--- config.mk ---
export PLATFORM = sky130hd
export DESIGN_NAME = uart_echo_fifo
export DESIGN_NICKNAME = d
export VERILOG_FILES = /design/src/rtl/uart_echo_fifo.sv
export SDC_FILE = /design/constraint.sdc
export NUM_CORES = 1
export LEC_CHECK = 0
export ABC_AREA = 0
export CAP_MARGIN = 10
export CORE_AREA = 2 2 103 105
export CTS_BUF_LIST = sky130_fd_sc_hd__clkbuf_4 sky130_fd_sc_hd__clkbuf_8
export CTS_CLUSTER_DIAMETER = 150
export DETAILED_ROUTE_END_ITERATION = 10
export DIE_AREA = 0 0 105 107
export GPL_TIMING_DRIVEN = 0
export PLACE_DENSITY_LB_ADDON = 0.25
export SYNTH_ARGS = -nofsm -noshare
export SYNTH_HDL_FRONTEND = slang
export SYNTH_SLANG_ARGS = --single-unit
--- constraint.sdc ---
create_clock -name clk -period 4.4 [get_ports clk]
set_clock_uncertainty 0.15 [all_clocks]
set_input_delay 0.66 -clock clk [delete_from_list [all_inputs] [get_ports clk]]
set_output_delay 0.66 -clock clk [all_outputs]
set_load 0.03 [all_outputs]
--- src/rtl/uart_echo_fifo.sv ---
// Buffered UART echo: received bytes queue in a FIFO and are re-sent
// one at a time under a start/busy handshake, with optional case fold and CRLF.
module uart_echo_fifo #(
  parameter int unsigned DATA_W  = 8,
  parameter int unsigned DEPTH   = 16,
  parameter int unsigned UPCASE  = 0,
  parameter int unsigned CRLF    = 0,
  parameter int unsigned BUSY_TO = 8
) (
  input  logic                       clk,
  input  logic                       rst,
  input  logic                       rx_valid,
  input  logic [DATA_W-1:0]          rx_data,
  input  logic                       rx_error,
  input  logic                       tx_busy,
  output logic                       tx_start,
  output logic [DATA_W-1:0]          tx_data,
  output logic [$clog2(DEPTH):0]     level,
  output logic                       overflow,
  output logic                       err_seen,
  output logic                       timeout
);
  localparam int unsigned AW = $clog2(DEPTH);
  localparam int unsigned LW = AW + 1;
  localparam bit IS8 = (DATA_W == 8);
  localparam bit DO_UP = IS8 && (UPCASE != 0);
  localparam bit DO_LF = IS8 && (CRLF != 0);

  typedef enum logic [1:0] {
    IDLE, START, WAIT_BUSY, WAIT_DONE
  } state_e;

  state_e            state_q, state_d;
  logic [DATA_W-1:0] mem_q [DEPTH];
  logic [AW-1:0]     wr_q, wr_d, rd_q, rd_d;
  logic [LW-1:0]     level_q, level_d;
  logic [7:0]        cnt_q, cnt_d;
  logic [DATA_W-1:0] tx_data_q, tx_data_d;
  logic              tx_start_q, tx_start_d;
  logic              lf_q, lf_d;
  logic              ovf_q, ovf_d;
  logic              err_q, err_d;
  logic              to_q, to_d;

  logic              full, pop, acc;
  logic [DATA_W-1:0] head, fold;

  assign head = mem_q[rd_q];
  assign full = (level_q == LW'(DEPTH));
  // Pending LF blocks the FIFO, so it always follows its CR.
  assign pop  = (state_q == IDLE) && !lf_q &&
                (level_q != '0) && !tx_busy;
  // A pop in the same cycle frees the slot a full FIFO needs.
  assign acc  = rx_valid && !rx_error && (!full || pop);

  always_comb begin
    fold = head;
    if (DO_UP && head >= DATA_W'('h61) && head <= DATA_W'('h7A))
      fold = head - DATA_W'('h20);
  end

  always_comb begin
    wr_d    = wr_q;
    rd_d    = rd_q;
    level_d = level_q;
    ovf_d   = ovf_q;
    err_d   = err_q | (rx_valid & rx_error);
    if (acc) wr_d = wr_q + AW'(1);
    if (pop) rd_d = rd_q + AW'(1);
    unique case ({acc, pop})
      2'b10:   level_d = level_q + LW'(1);
      2'b01:   level_d = level_q - LW'(1);
      default: level_d = level_q;
    endcase
    if (rx_valid && !rx_error && full && !pop) ovf_d = 1'b1;
  end

  always_comb begin
    state_d    = state_q;
    tx_start_d = 1'b0;
    tx_data_d  = tx_data_q;
    lf_d       = lf_q;
    cnt_d      = cnt_q;
    to_d       = to_q;
    unique case (state_q)
      IDLE: begin
        if (lf_q) begin
          tx_data_d  = DATA_W'('h0A);
          lf_d       = 1'b0;
          tx_start_d = 1'b1;
          state_d    = START;
        end else if (pop) begin
          tx_data_d  = fold;
          lf_d       = DO_LF && (head == DATA_W'('h0D));
          tx_start_d = 1'b1;
          state_d    = START;
        end
      end
      START: begin
        cnt_d   = '0;
        state_d = WAIT_BUSY;
      end
      WAIT_BUSY: begin
        if (tx_busy) begin
          state_d = WAIT_DONE;
        end else begin
          cnt_d = cnt_q + 8'd1;
          if (cnt_d == 8'(BUSY_TO)) begin
            to_d    = 1'b1;
            state_d = IDLE;
          end
        end
      end
      WAIT_DONE: begin
        if (!tx_busy) state_d = IDLE;
      end
      default: state_d = IDLE;
    endcase
  end

  always_ff @(posedge clk) begin
    if (acc) mem_q[wr_q] <= rx_data;
  end

  always_ff @(posedge clk or posedge rst) begin
    if (rst) begin
      state_q    <= IDLE;
      wr_q       <= '0;
      rd_q       <= '0;
      level_q    <= '0;
      cnt_q      <= '0;
      tx_data_q  <= '0;
      tx_start_q <= 1'b0;
      lf_q       <= 1'b0;
      ovf_q      <= 1'b0;
      err_q      <= 1'b0;
      to_q       <= 1'b0;
    end else begin
      state_q    <= state_d;
      wr_q       <= wr_d;
      rd_q       <= rd_d;
      level_q    <= level_d;
      cnt_q      <= cnt_d;
      tx_data_q  <= tx_data_d;
      tx_start_q <= tx_start_d;
      lf_q       <= lf_d;
      ovf_q      <= ovf_d;
      err_q      <= err_d;
      to_q       <= to_d;
    end
  end

  assign tx_start = tx_start_q;
  assign tx_data  = tx_data_q;
  assign level    = level_q;
  assign overflow = ovf_q;
  assign err_seen = err_q;
  assign timeout  = to_q;
endmodule
======== Word-level counts from Yosys, hierarchy flattened ========
Memory sizes are Yosys's and may differ from the RTL's. A register that Yosys moved wholly into a read port is not among the register bits.
Index checks and enable logic that the tools add are counted.
storage, ports and cells
  register bits after elaboration ......... 27
  latch bits .............................. 0
  memory bits (writable) .................. 128
  bits in read-only memories .............. 0
  input bits .............................. 13
  output and inout port bits .............. 17
  memories kept ........................... 1
cells by class
  $add $sub $neg .......................... 5
  multipliers ............................. 0
  div/mod/pow operators ................... 0
  order comparisons ....................... 0
  eq/ne operators ......................... 11
  shift-type cells ........................ 0
  muxes and demuxes ....................... 12
  bitwise gates (word level) .............. 3
  reductions and logical operators ........ 19
memory list
  memory  depth  bits a word  read ports  clocked after Yosys merged registers in  wr ports  RTL line  source
  mem_q   16     8            1           1                                        1         34        logic [DATA_W-1:0] mem_q [DEPTH];
operator list
  operator                                                             number
  8-bit one-hot mux with 2 select lines                                1
  5-bit one-hot mux with 2 select lines                                1
  4-bit by 1-bit adder with 4-bit output (second input constant)       2
  8-bit by 1-bit adder with 8-bit output (second input constant)       1
  8-bit by 4-bit == test with 1-bit output (second input constant)     1
  2-bit two-way mux                                                    4
  8-bit two-way mux                                                    1
  2-bit one-hot mux with 4 select lines                                1
  2-bit == test (second input constant)                                3
  1-bit logical AND                                                    6
  2-bit inequality test (second input constant)                        3
  3-bit AND reduction                                                  2
  5-bit by 1-bit adder with 5-bit output (second input constant)       1
  5-bit == test (second input constant)                                1
  5-bit nonzero test                                                   1
  5-bit by 1-bit subtractor with 5-bit output (second input constant)  1
  2-bit by 1-bit == test with 1-bit output (second input constant)     2
  1-bit zero test                                                      4
  1-bit two-way mux                                                    4
  2-bit AND reduction                                                  2
  2-bit nonzero test                                                   2
  3-bit inequality test (second input constant)                        1
  2-bit zero test                                                      1
  1-bit bitwise AND                                                    1
  3 further kinds                                                      3

======== Longest topological paths before layout ========
Gate-level depths: netlist (run 1).
  depth in word-level cells ............... 7
  depth in mapped cells ................... 9
  mapped depth without buffers ............ 8

======== Worst setup path after synthesis (run 1) ========
No wires, ideal clock.
  path kind ............................... flip-flop to flip-flop
  start point ............................. reg level_q[1] (netlist: level[1])
  end point ............................... reg level_q[4] (netlist: level[4])
  library setup time ...................... 0.094 ns
  data arrival time ....................... 2.546 ns
  path slack .............................. 1.610 ns
  stages on the path, launching flop included .. 10
  buffers on the path ..................... 1
  cell sequence ........................... dfrtp_1 > buf_6 > or4_4 > o211ai_4 > inv_2 > ha_1 > and3_1 > a32o_1 > o211a_1 > a211oi_1
between the ends
  cells in the longest elaborated chain, start to end .. 7
  elaborated cells between the ends (all ways) .. 13
  classes of those cells .................. 2 x add/sub; 3 x eq/ne; 1 x mux; 7 x reduce/logical
ends and longest elaborated chain
  element                                                                             RTL line  source
  start, declared                                                                     36        logic [LW-1:0] level_q, level_d;
  start signal, assigned                                                              142       level_q <= level_d;
  5-bit nonzero test                                                                  52        (level_q != '0) && !tx_busy;
  1-bit logical AND                                                                   51        assign pop = (state_q == IDLE) && !lf_q &&
  1-bit logical AND                                                                   52
  1-bit logical OR                                                                    54        assign acc = rx_valid && !rx_error && (!full || pop);
  1-bit logical AND                                                                   54
  2-bit by 1-bit == test with 1-bit output / 2-bit == test (equally long branches)    70        unique case ({acc, pop})
  5-bit one-hot mux with 2 select lines / 2-bit nonzero test (equally long branches)  n/a
Parallel ways exist; a longest one is shown, timed or not.
A chain may end at the register's enable or synchronous reset.

======== Final worst setup path (run 1) ========
  start point ............................. in tx_busy
  end point ............................... mem mem_q[2][2] (enable)
between the ends
  cells in the longest elaborated chain, start to end .. 6
ends and longest elaborated chain
  element                                  RTL line  source
  start, declared                          15        input logic tx_busy,
  1-bit zero test                          n/a
  1-bit logical AND                        52
  1-bit logical OR                         54
  1-bit logical AND                        54
  1-bit two-way mux                        122       if (acc) mem_q[wr_q] <= rx_data;
  1-bit two-way mux (implied by the code)  122
  end, declared                            34
Every way passes these cells.

==> results list, run 1 <==
* Max-slew headroom: 0.2928
- Number of detailed-route iterations in the first pass: 5
- In the layout the commonest cells are sky130_fd_sc_hd__edfxtp_1 (128), sky130_fd_sc_hd__dfrtp_1 (35), sky130_fd_sc_hd__mux4_2 (32), sky130_fd_sc_hd__clkdlybuf4s50_1 (29), sky130_fd_sc_hd__nand2_1 (25).
- Count of final max-slew check failures: 0
- The net count of the finished layout is 460.
- Vertical extent of the die: 107 µm
* Internal power component: 3.101 mW
- Of the cells placed in the final design, the portion with a size suffix greater than 1 is 0.1903.
- OpenSTA, run right after detailed placement, puts the worst setup slack at 0.5278 ns.
- Post-synthesis instance area: 6675 µm²
- CTS placed an instance of sky130_fd_sc_hd__clkbuf_8 at the clock tree root.
- Area of the die: 11240 µm²
* Antenna violations before repair: 0
* Share of the clock period used by the worst path: 0.7263
- Summing internal, switching and leakage power gives 4.572 mW.
- Counting I/O delays and the setup requirement, the final critical path takes 3.196 ns.
- Final total negative setup slack: 0 ns
* Hold Crit Class: reg -> reg
- Area growth from synthesis to layout: 14.38%
- For the worst-skew pair, the clock arrives at the later sink with an insertion delay of 0.45 ns.
- Post-CTS timing repair inserted 0 buffers for setup.
* Maximum clock path buffer count: 2
- Synthesized net count: 407
* Biggest cell delay along the critical path: 0.70 ns
* Most area-consuming cells after synthesis: sky130_fd_sc_hd__edfxtp_1 (58%), sky130_fd_sc_hd__dfrtp_1 (13%), sky130_fd_sc_hd__mux4_2 (11%)
- The worst setup path is of the in -> reg kind.
- Largest area contributor in the synthesized netlist: sky130_fd_sc_hd__edfxtp_1
- Beginning of the worst register-to-register path: state_q[0]$_DFFE_PP0P_
- Synthesis Warnings: 0
- Starting DRT DRC Count: 362
* Residual antenna-violating net count after detailed routing: 0
- The critical path starts at tx_busy.
* Pin count of the biggest net entering global routing: 24
- Average vias per placed instance: 6.241
- Part of the Yosys area used for sequential elements: 0.7070
- Area fraction of the dominant cell type after synthesis: 0.5758
- At the pin with the least slew margin, the transition time is 1.057 ns.
- The final count of hold timing violations was 0.
- Once routing completed, OpenROAD measured the worst setup slack at 1.204 ns.
* Yosys cell types: 51
* Smallest hold slack: 0.3155 ns
- Number of vias after detailed routing: 3670
- The share of total power dissipated in combinational logic is 0.309.
- Of the total power, the clock network draws 0.259.
- Setup repair after global routing left no endpoint under its margin.
- NetSw: 1.470 mW
* HPWL after detailed placement: 8.692 mm
* Worst-path cell with the longest stage delay: sky130_fd_sc_hd__nor3_1
* Initial Utilization: 0.6614
* Antenna Diode Count: 0
* DR WL/cell: 22.45 µm
* Endpoints failing setup: 0
* Number of cells traversed by the worst register-to-register path: 6
* Global-route wire length before repair: 20.62 mm
- TritonCTS built the clock tree.
- Total wire length: 13.20 mm
* Post-Syn Instances: 386
* Number of maximum-capacitance constraint violations: 0
- GRT overflow: 0
- Number of buffers added by the clock tree synthesis step: 17
- Arrival time at the worst endpoint: 3.21 ns
- In the routed design, unresolved DRC markers number 0.
* Post-CTS Hold Buffers: 0
- For this run, the total global-route usage over all layers was measured as 0.2561.
- Number of placed instances with taps included: 555
- For this design the ratio of total power to cell area is 598.8 nW/µm².
- The worst setup path is launched from a primary input.
- Measured on the finished design, the core utilization comes to 0.7565.
- Based on the critical path, the design can be clocked at up to 312.9 MHz.
- Average footprint of a synthesized cell: 17.29 µm²
- Summing all placed instances gives a cell area of 7186 µm².
* Async set or reset register ratio after synthesis: 0.2147
- From left edge to right edge, the die measures 105 µm.
- Most used flip-flop cell after synthesis: sky130_fd_sc_hd__edfxtp_1
- Along the worst path, the maximum fanout reaches 9.
- Flop and latch count out of synthesis: 163
* Clock-pin transition on the worst setup and hold timing paths: 0.09 ns
- Leaving out filler cells and counting taps, the final layout contains 588.
- The floorplan step defined a core boundary enclosing 10090 µm².
- Summed over all cells, the static leakage comes to 2.672 nW.
- Worst hold stages: 1
- The number of global-route vias before repair was 3721.
- Total number of H-tree levels: 4
- Of the total power, registers draw 0.431.
* Startpoint of the tightest hold check path: err_seen$_DFF_PP0_
* Switching Share: 0.3216
- Number of enable-type register cells in the synthesized netlist: 128
- Across the VDD grid, the largest voltage drop is 0.3259 mV.
* Ordered cell list for the critical path: clkdlybuf4s50_1 -> or3_1 -> buf_6 -> a31oi_2 -> nand2_1 -> nor3_1 -> buf_4
- Leaving out fill and tap cells, the most frequent cell in the layout is sky130_fd_sc_hd__edfxtp_1.
- The floorplan has 37 rows.
- Input and output buffers added on the ports amount to 29.
- Clock sinks: 163
* Status: finished, final reports clean
- Resize count post-CTS: 0
- Critical Path Sink Type: register
- Data on the critical path is required at its endpoint by 4.41 ns.
- Post-layout instance area: 7635 µm²
* Final GP Congestion: 0.8457
* Boundary pin count: 30
-- registers in the layout, indices dropped and copies added, names as in the netlist --
signal    cells
tx_data       8
rd_q          4
mem_q       128
state_q       2
overflow      1
cnt_q         8
timeout       1
level         5
err_seen      1
wr_q          4
tx_start      1
-- final timing paths --
check	endpoint	slack, ns
max reg2reg	mem_q[2][2]$_DFFE_PP_	1.39
max	mem_q[2][2]$_DFFE_PP_	1.20
min	err_seen$_DFF_PP0_	0.32
min in group asynchronous	level[2]$_DFFE_PP0P_	0.42
min reg2reg	err_seen$_DFF_PP0_	0.32
max in group asynchronous	wr_q[2]$_DFFE_PP0P_	3.13
-- power groups by stage --
stage,registers [mW],logic [mW],clock network (mW)
floorplan,2.09,0.868,0
global placement,1.99,1.34,0
detailed placement,2.00,1.40,0
CTS,1.97,1.42,1.19
global route,1.99,1.51,1.26
finish,1.97,1.41,1.19
-- cell usage after synthesis, types with 2 or more instances --
library cell / number
sky130_fd_sc_hd__buf_4: 2
sky130_fd_sc_hd__xor2_1: 2
sky130_fd_sc_hd__o21ai_0: 14
sky130_fd_sc_hd__nor2_1: 17
sky130_fd_sc_hd__mux2_2: 3
sky130_fd_sc_hd__nor2b_1: 2
sky130_fd_sc_hd__o211a_1: 2
sky130_fd_sc_hd__ha_1: 8
sky130_fd_sc_hd__nand2b_1: 4
sky130_fd_sc_hd__mux4_2: 32
sky130_fd_sc_hd__buf_2: 4
sky130_fd_sc_hd__clkbuf_1: 8
sky130_fd_sc_hd__buf_6: 2
sky130_fd_sc_hd__and3_1: 3
sky130_fd_sc_hd__o221ai_1: 7
sky130_fd_sc_hd__mux2i_1: 11
sky130_fd_sc_hd__xnor2_1: 8
sky130_fd_sc_hd__nand4_1: 4
sky130_fd_sc_hd__inv_1: 9
sky130_fd_sc_hd__nor3_1: 6
sky130_fd_sc_hd__edfxtp_1: 128
sky130_fd_sc_hd__nand2_1: 25
sky130_fd_sc_hd__nand3_1: 3
sky130_fd_sc_hd__a41oi_1: 2
sky130_fd_sc_hd__a21oi_1: 5
sky130_fd_sc_hd__buf_1: 5
sky130_fd_sc_hd__a22oi_1: 7
sky130_fd_sc_hd__dfrtp_1: 35
sky130_fd_sc_hd__o31ai_1: 4
sky130_fd_sc_hd__or3_1: 2
sky130_fd_sc_hd__and2_1: 2
-- metal layers --
layer	wire (µm)	track usage	up-vias
met3	702	0.05410	30
met4	456	0.1267	0
met5	0	0	-
met1	5205	0.3307	1865
li1	-	-	1628
met2	6834	0.4198	147
-- cell families (layout without fill, tap and decap cells) --
family,count (synthesis),in the layout,synth area share
adders and majority gates,8,8,0.01500
and+or+nand+nor,73,73,0.05248
xor gates and xnor gates,10,10,0.01312
DFF,163,163,0.7070
buffers and inverters,31,97,0.02155
muxes,46,46,0.1295
AOI/OAI and AO/OA,55,55,0.06130
-- critical path, delay by kind of cell --
| kind | cells | cell delay, ns |
|---|---|---|
| simple gates | 3 | 1.26 |
| compound gates | 1 | 0.38 |
| buf+inv | 3 | 0.90 |
-- area by class of cell --
class	count	area [µm²]
flip-flops and latches	163	4720
fillers	594	2457
multi-input cells	192	1812
repair buffers	34	347.8
clock buffers	18	241.5
clock inverters	14	200.2
well taps	136	170.2
plain buffers	21	106.4
inverters	10	37.54
Note: power is estimated with default switching activity, not from simulation.
==> run 2: changes to the inputs <==
CORE_AREA = 2 2 107 109   (was 2 2 103 105)
DIE_AREA = 0 0 109 111   (was 0 0 105 107)
clock period = 3.02 ns   (was 4.4 ns; I/O delays follow)
==> run 2 against run 1 <==
  * Hold slack lost 0.0065 ns
  * Routed wire length fell by 2.3%
  * Utilization fell by 7.5 points
  * Critical path type unchanged
  * Sequential power up 46%
  * Critical path depth unchanged
  * Via count down 0.95%
  * Largest power group unchanged
  * Register-to-register slack got worse by 1.3 ns
  * Global-route usage decreased by 2.2 points
  * Sequential share of layout area rose by 0.74 points
  * Flip-flop and latch count is the same
  * First-iteration DRC count down 8.6%
==> results list, run 2 (synthesized netlist as in run 1, its figures left out) <==
- Data on the critical path arrives at its endpoint at 2.95 ns.
- Across every metal layer, demand over resource in global routing totals 0.2343.
* Residual antenna-violating net count after detailed routing: 0
- Status: finished, final reports clean
* DR WL/cell: 21.74 µm
* RSZ-0062 raised after global routing: true
- Total number of H-tree levels: 4
- Antenna violations before repair: 0
* Final GP Congestion: 0.8570
- Peak Freq: 341.8 MHz
- Rows: 39
* Area of the die: 12100 µm²
* HPWL after detailed placement: 8.359 mm
- Final number of hold-violating endpoints: 0
- The total area inside the core boundary comes to 11080 µm².
* Number of cells traversed by the worst register-to-register path: 6
- Largest fanout of any net on the critical path: 9
- In this run the static leakage power is 2.621 nW.
- The area growth from synthesis to layout is 13.03%.
- Across the VDD grid, the largest voltage drop is 0.5824 mV.
- Summing all flip-flop and latch instances after layout gives 4720 µm².
- Register with the most flip-flops: mem_q
- Maximum clock path buffer count: 2
* Clock root buffer: sky130_fd_sc_hd__clkbuf_8
- Total placed instance area: 7167 µm²
* Number of maximum-capacitance constraint violations: 0
* Via count of the first global-routing pass: 3651
* Commonest cells after routing, fill and taps aside: sky130_fd_sc_hd__edfxtp_1 (128), sky130_fd_sc_hd__dfrtp_1 (35), sky130_fd_sc_hd__mux4_2 (32), sky130_fd_sc_hd__clkdlybuf4s50_1 (29), sky130_fd_sc_hd__nand2_1 (25)
- Post-CTS Hold Buffers: 0
* Critical Path Sink Type: register
- During I/O placement, the number of pins put on the boundary was 30.
- At the worst endpoint, the required time is 3.04 ns.
* Initial Utilization: 0.6026
* PnR Total Power: 6.358 mW
- Pin count of the biggest net entering global routing: 36
- Clock sinks: 163
* Max-slew headroom: 0.3948
* Starting DRT DRC Count: 331
- Dividing the detail-routed via count by the number of cells gives 6.130.
- Count of final max-slew check failures: 0
- Dividing the final minimum period by the clock period gives 0.9688.
- Filler cells: 733
- Leaving out fill and tap cells, the most frequent cell in the layout is sky130_fd_sc_hd__edfxtp_1.
- The worst path in the final design needs a cycle of 2.926 ns, including I/O delays and setup.
- Summing over every cut layer, the via total after detailed routing is 3635.
* Die Span X: 109 µm
- Clock-pin slew was measured on the worst setup and hold paths at 0.09 ns.
* Number of detailed-route iterations in the first pass: 5
- Antenna Diode Count: 0
- For this design the ratio of total power to cell area is 842.7 nW/µm².
- Type of the worst setup path: in -> reg
- The number of setup buffers added after CTS is 0.
* Final total negative setup slack: 0 ns
- Total wire length: 12.89 mm
- Post-layout instance area: 7545 µm²
- In the routed design, unresolved DRC markers number 0.
- GRT overflow: 0
- Crit path launch type: primary input
- For the worst-skew pair, the clock arrives at the later sink with an insertion delay of 0.45 ns.
* Vertical extent of the die: 111 µm
- Endpoints failing setup: 0
* Number of buffers added by the clock tree synthesis step: 17
- Share of post-route cells with drive strength above 1: 0.1933
- Hold Crit Class: in -> async
* Area occupied by multi-input gates: 1834 µm²
- For the pin with the worst max-slew slack, the measured transition is 0.9045 ns.
- Number of nets in the finished design: 458
* CTS tree: yes
- The first global-routing pass estimated 20.09 mm of wire.
- Buffers placed on the I/O ports in this run total 29.
* Max reg flops: 128
==> run 2: power breakdown <==
part	leakage, nW	switching, mW	internal (mW)	total [mW]
combinational	0.851	1.13	0.907	2.04
sequential	1.59	0.185	2.69	2.87
clock	0.184	0.783	0.666	1.45
total	2.62	2.10	4.26	6.36
==> run 2: repair_timing <==
action                                  4_1_cts  5_1_grt
hold endpoints to repair                      0        0
endpoints found under the setup margin        8       30
resized for setup                             1        6
==> run 2: cell type report <==
class / instances / area share
flip-flops and latches: 163 / 0.6255
clock buffers: 19 / 0.03300
repair buffers: 32 / 0.04146
well taps: 143 / 0.02371
multi-input cells: 192 / 0.2431
inverters: 10 / 0.004975
clock inverters: 13 / 0.01410
plain buffers: 21 / 0.01410
==> run 2: per-layer routing <==
layer / track usage / up-vias / wire length (µm)
met2: 0.3747 / 146 / 6718
met5: 0 / - / 0
met1: 0.3152 / 1846 / 5235
li1: - / 1627 / -
met4: 0.07692 / 0 / 160
met3: 0.06290 / 16 / 777
==> run 2: stage by stage <==
| stage | hold slack, ns | std cells | utilization | worst slack (ns) |
|---|---|---|---|---|
| after global routing | 0.3505 | 593 | 0.6811 | 0.0005549 |
| after CTS | 0.3140 | 593 | 0.6795 | 0.09507 |
| final | 0.3089 | 593 | 0.6811 | 0.09434 |
| after detailed placement | 0.2935 | 561 | 0.6470 | -0.6854 |
| after global placement | 0.2955 | 558 | 0.6450 | -0.5939 |
| after floorplan | 0.2956 | 386 | - | 0.2298 |
==> run 2: final timing paths <==
path | slack [ns] | from | end
worst max-delay path | 0.09 | tx_busy | mem_q[0][5]$_DFFE_PP_
worst min-delay path | 0.31 | rst | err_seen$_DFF_PP0_
worst max register to register | 0.10 | state_q[0]$_DFFE_PP0P_ | mem_q[0][5]$_DFFE_PP_
worst min register to register | 0.31 | err_seen$_DFF_PP0_ | err_seen$_DFF_PP0_
max in group asynchronous | 1.92 | rst | cnt_q[4]$_DFFE_PP0P_
min in group clk | 0.31 | err_seen$_DFF_PP0_ | err_seen$_DFF_PP0_
==> run 2: worst max-delay path: stages <==
cell and delay [ns]:
sky130_fd_sc_hd__clkdlybuf4s50_1 0.49, sky130_fd_sc_hd__or3_1 0.35, sky130_fd_sc_hd__buf_6 0.15, sky130_fd_sc_hd__a31oi_2 0.39
sky130_fd_sc_hd__nand2_1 0.23, sky130_fd_sc_hd__nor3_1 0.60, sky130_fd_sc_hd__buf_4 0.28
==> variant (flow settings as in run 2) <==
`rd_q` no longer has a reset.
--- a/src/rtl/uart_echo_fifo.sv
+++ b/src/rtl/uart_echo_fifo.sv
@@ -127,5 +127,4 @@
       state_q    <= IDLE;
       wr_q       <= '0;
-      rd_q       <= '0;
       level_q    <= '0;
       cnt_q      <= '0;
@@ -139,5 +138,4 @@
       state_q    <= state_d;
       wr_q       <= wr_d;
-      rd_q       <= rd_d;
       level_q    <= level_d;
       cnt_q      <= cnt_d;
@@ -151,4 +149,8 @@
   end
 
+  always_ff @(posedge clk) begin
+    rd_q <= rd_d;
+  end
+
   assign tx_start = tx_start_q;
   assign tx_data  = tx_data_q;
Check against the original RTL: differs if rst is asserted again (counterexample within 10 cycles, from zero or initial values and one cycle with rst high); with rst held inactive, the same outputs for 10 cycles.
==> variant against run 2 <==
- area after synthesis about the same
- critical endpoint is now mem_q[4][5]
- register-to-register slack worse by 90 ps
- clock power is 15% higher
- sequential cell count is the same
- maximum frequency shrank 2.9%
- design area rose by 1.2%
- routed wire length decreased by 4.9%
- die area is the same
- worst setup slack got worse by 89 ps
- total power is 6.4% lower
- non-clock buffer count down 1
- global-route usage shrank 1.1 points
- sequential share of layout area decreased by 0.49 points
==> variant: results (changes against run 2) <==
Post-DP HPWL - 8160 µm (-2.4%)
Cell types occupying the most area after synthesis - edfxtp_1 59%, dfrtp_1 12%, mux4_2 11%, ha_1 1.5%, mux2i_1 1.3%
Synth cell types - 54 (+5.9%)
Via density per instance - 6.05 (-1.2%)
First-pass GRT wire length - 19,400 µm (-3.5%)
Net Count, Synth - 405 (-0.49%)
Peak VDD IR - 0.479 mV (-18%)
Cell area after layout - 0.00764 mm² (+1.2%)
Int Power - 4.19 mW (-1.5%)
Slew margin rel. - 0.455 (+0.0597)
Largest net degree at the start of global routing - 32 (-11%)
Seq/Total Area, Yosys - 0.710 (+0.00260)
Vias in the first global route - 3,555 (-2.6%)
Number of fillers in the final layout - 712 (-2.9%)
Final net count - 454 (-0.87%)
Number of synthesized flops with an enable pin - 132 (+3.1%)
Synth cell count leaders - 132 x edfxtp_1, 32 x mux4_2, 31 x dfrtp_1, 22 x nand2_1, 17 x nor2_1
Port Buffers - 29 (unchanged)
PostCTS Resize Cnt - 4 (+3)
Share of cells above drive strength 1 - 0.204 (+0.0107)
Crit-path max FO - 8 (-1)
Total Wirelength - 12,300 µm (-4.9%)
Final Wtd Congestion - 0.796 (-7.1%)
Status - finished clean
Crit path DAT - 2930 ps (-20 ps)
DRT iter0 DRCs - 436 (+32%)
Pleak - 2.63 nW (+0.51%)
-- variant: kinds of logic after synthesis --
kind of cell | share of synthesized area
flops | 0.710
simple gates | 0.0508
compound gates | 0.0633
mux | 0.128
buf+inv | 0.0214
xor+xnor | 0.0118
fa+ha+maj | 0.0150
-- variant: area by class of cell --
| type | count | area share |
|---|---|---|
| Buffer | 22 | 0.0128 |
| Clock buffer | 18 | 0.0316 |
| Clock inverter | 14 | 0.0244 |
| Inverter | 12 | 0.00590 |
| Multi-Input combinational cell | 187 | 0.240 |
| Sequential cell | 163 | 0.621 |
| Tap cell | 143 | 0.0234 |
| Timing Repair Buffer | 30 | 0.0416 |
-- variant: final timing paths --
kind | startpoint | end | slack [ps] | cells past startpoint
worst max-delay path | state_q[0] | mem_q[4][5] | 6 | 5
worst min-delay path | rst | cnt_q[6] | 160 | 2
worst max register to register | state_q[0] | mem_q[4][5] | 6 | 5
worst min register to register | err_seen | err_seen | 310 | 1
max in group asynchronous | rst | tx_data[1] | 2120 | 3
min in group clk | err_seen | err_seen | 310 | 1
-- variant: stage by stage --
stage	std cells	setup slack, ps
after floorplan	384	194
after global placement	556	-655
after detailed placement	556	-701
after CTS	588	11.1
after global routing	589	-141
final	589	5.68
-- variant: power by group through the flow --
stage	clock network (mW)	registers [mW]	logic [mW]
detailed placement	0	2.89	1.42
global placement	0	2.87	1.37
global route	1.79	2.87	1.57
CTS	1.69	2.83	1.44
finish	1.67	2.84	1.44
floorplan	0	3.03	0.794
-- variant: layer usage --
metal | vias up | share of wire | GRT usage | wire [µm]
li1 | 1621 | - | - | -
met1 | 1823 | 0.44 | 0.319 | 5380
met2 | 107 | 0.50 | 0.344 | 6100
met3 | 15 | 0.052 | 0.0511 | 636
met4 | 0 | 0.012 | 0.0726 | 146
met5 | - | 0 | 0 | 0
-- variant: critical path, stage by stage, from the launching register on --
cell and delay, ps:
dfrtp_1 450, or3_1 390, clkbuf_1 190, a31oi_2 510, nand2_1 260, nor2_1 690
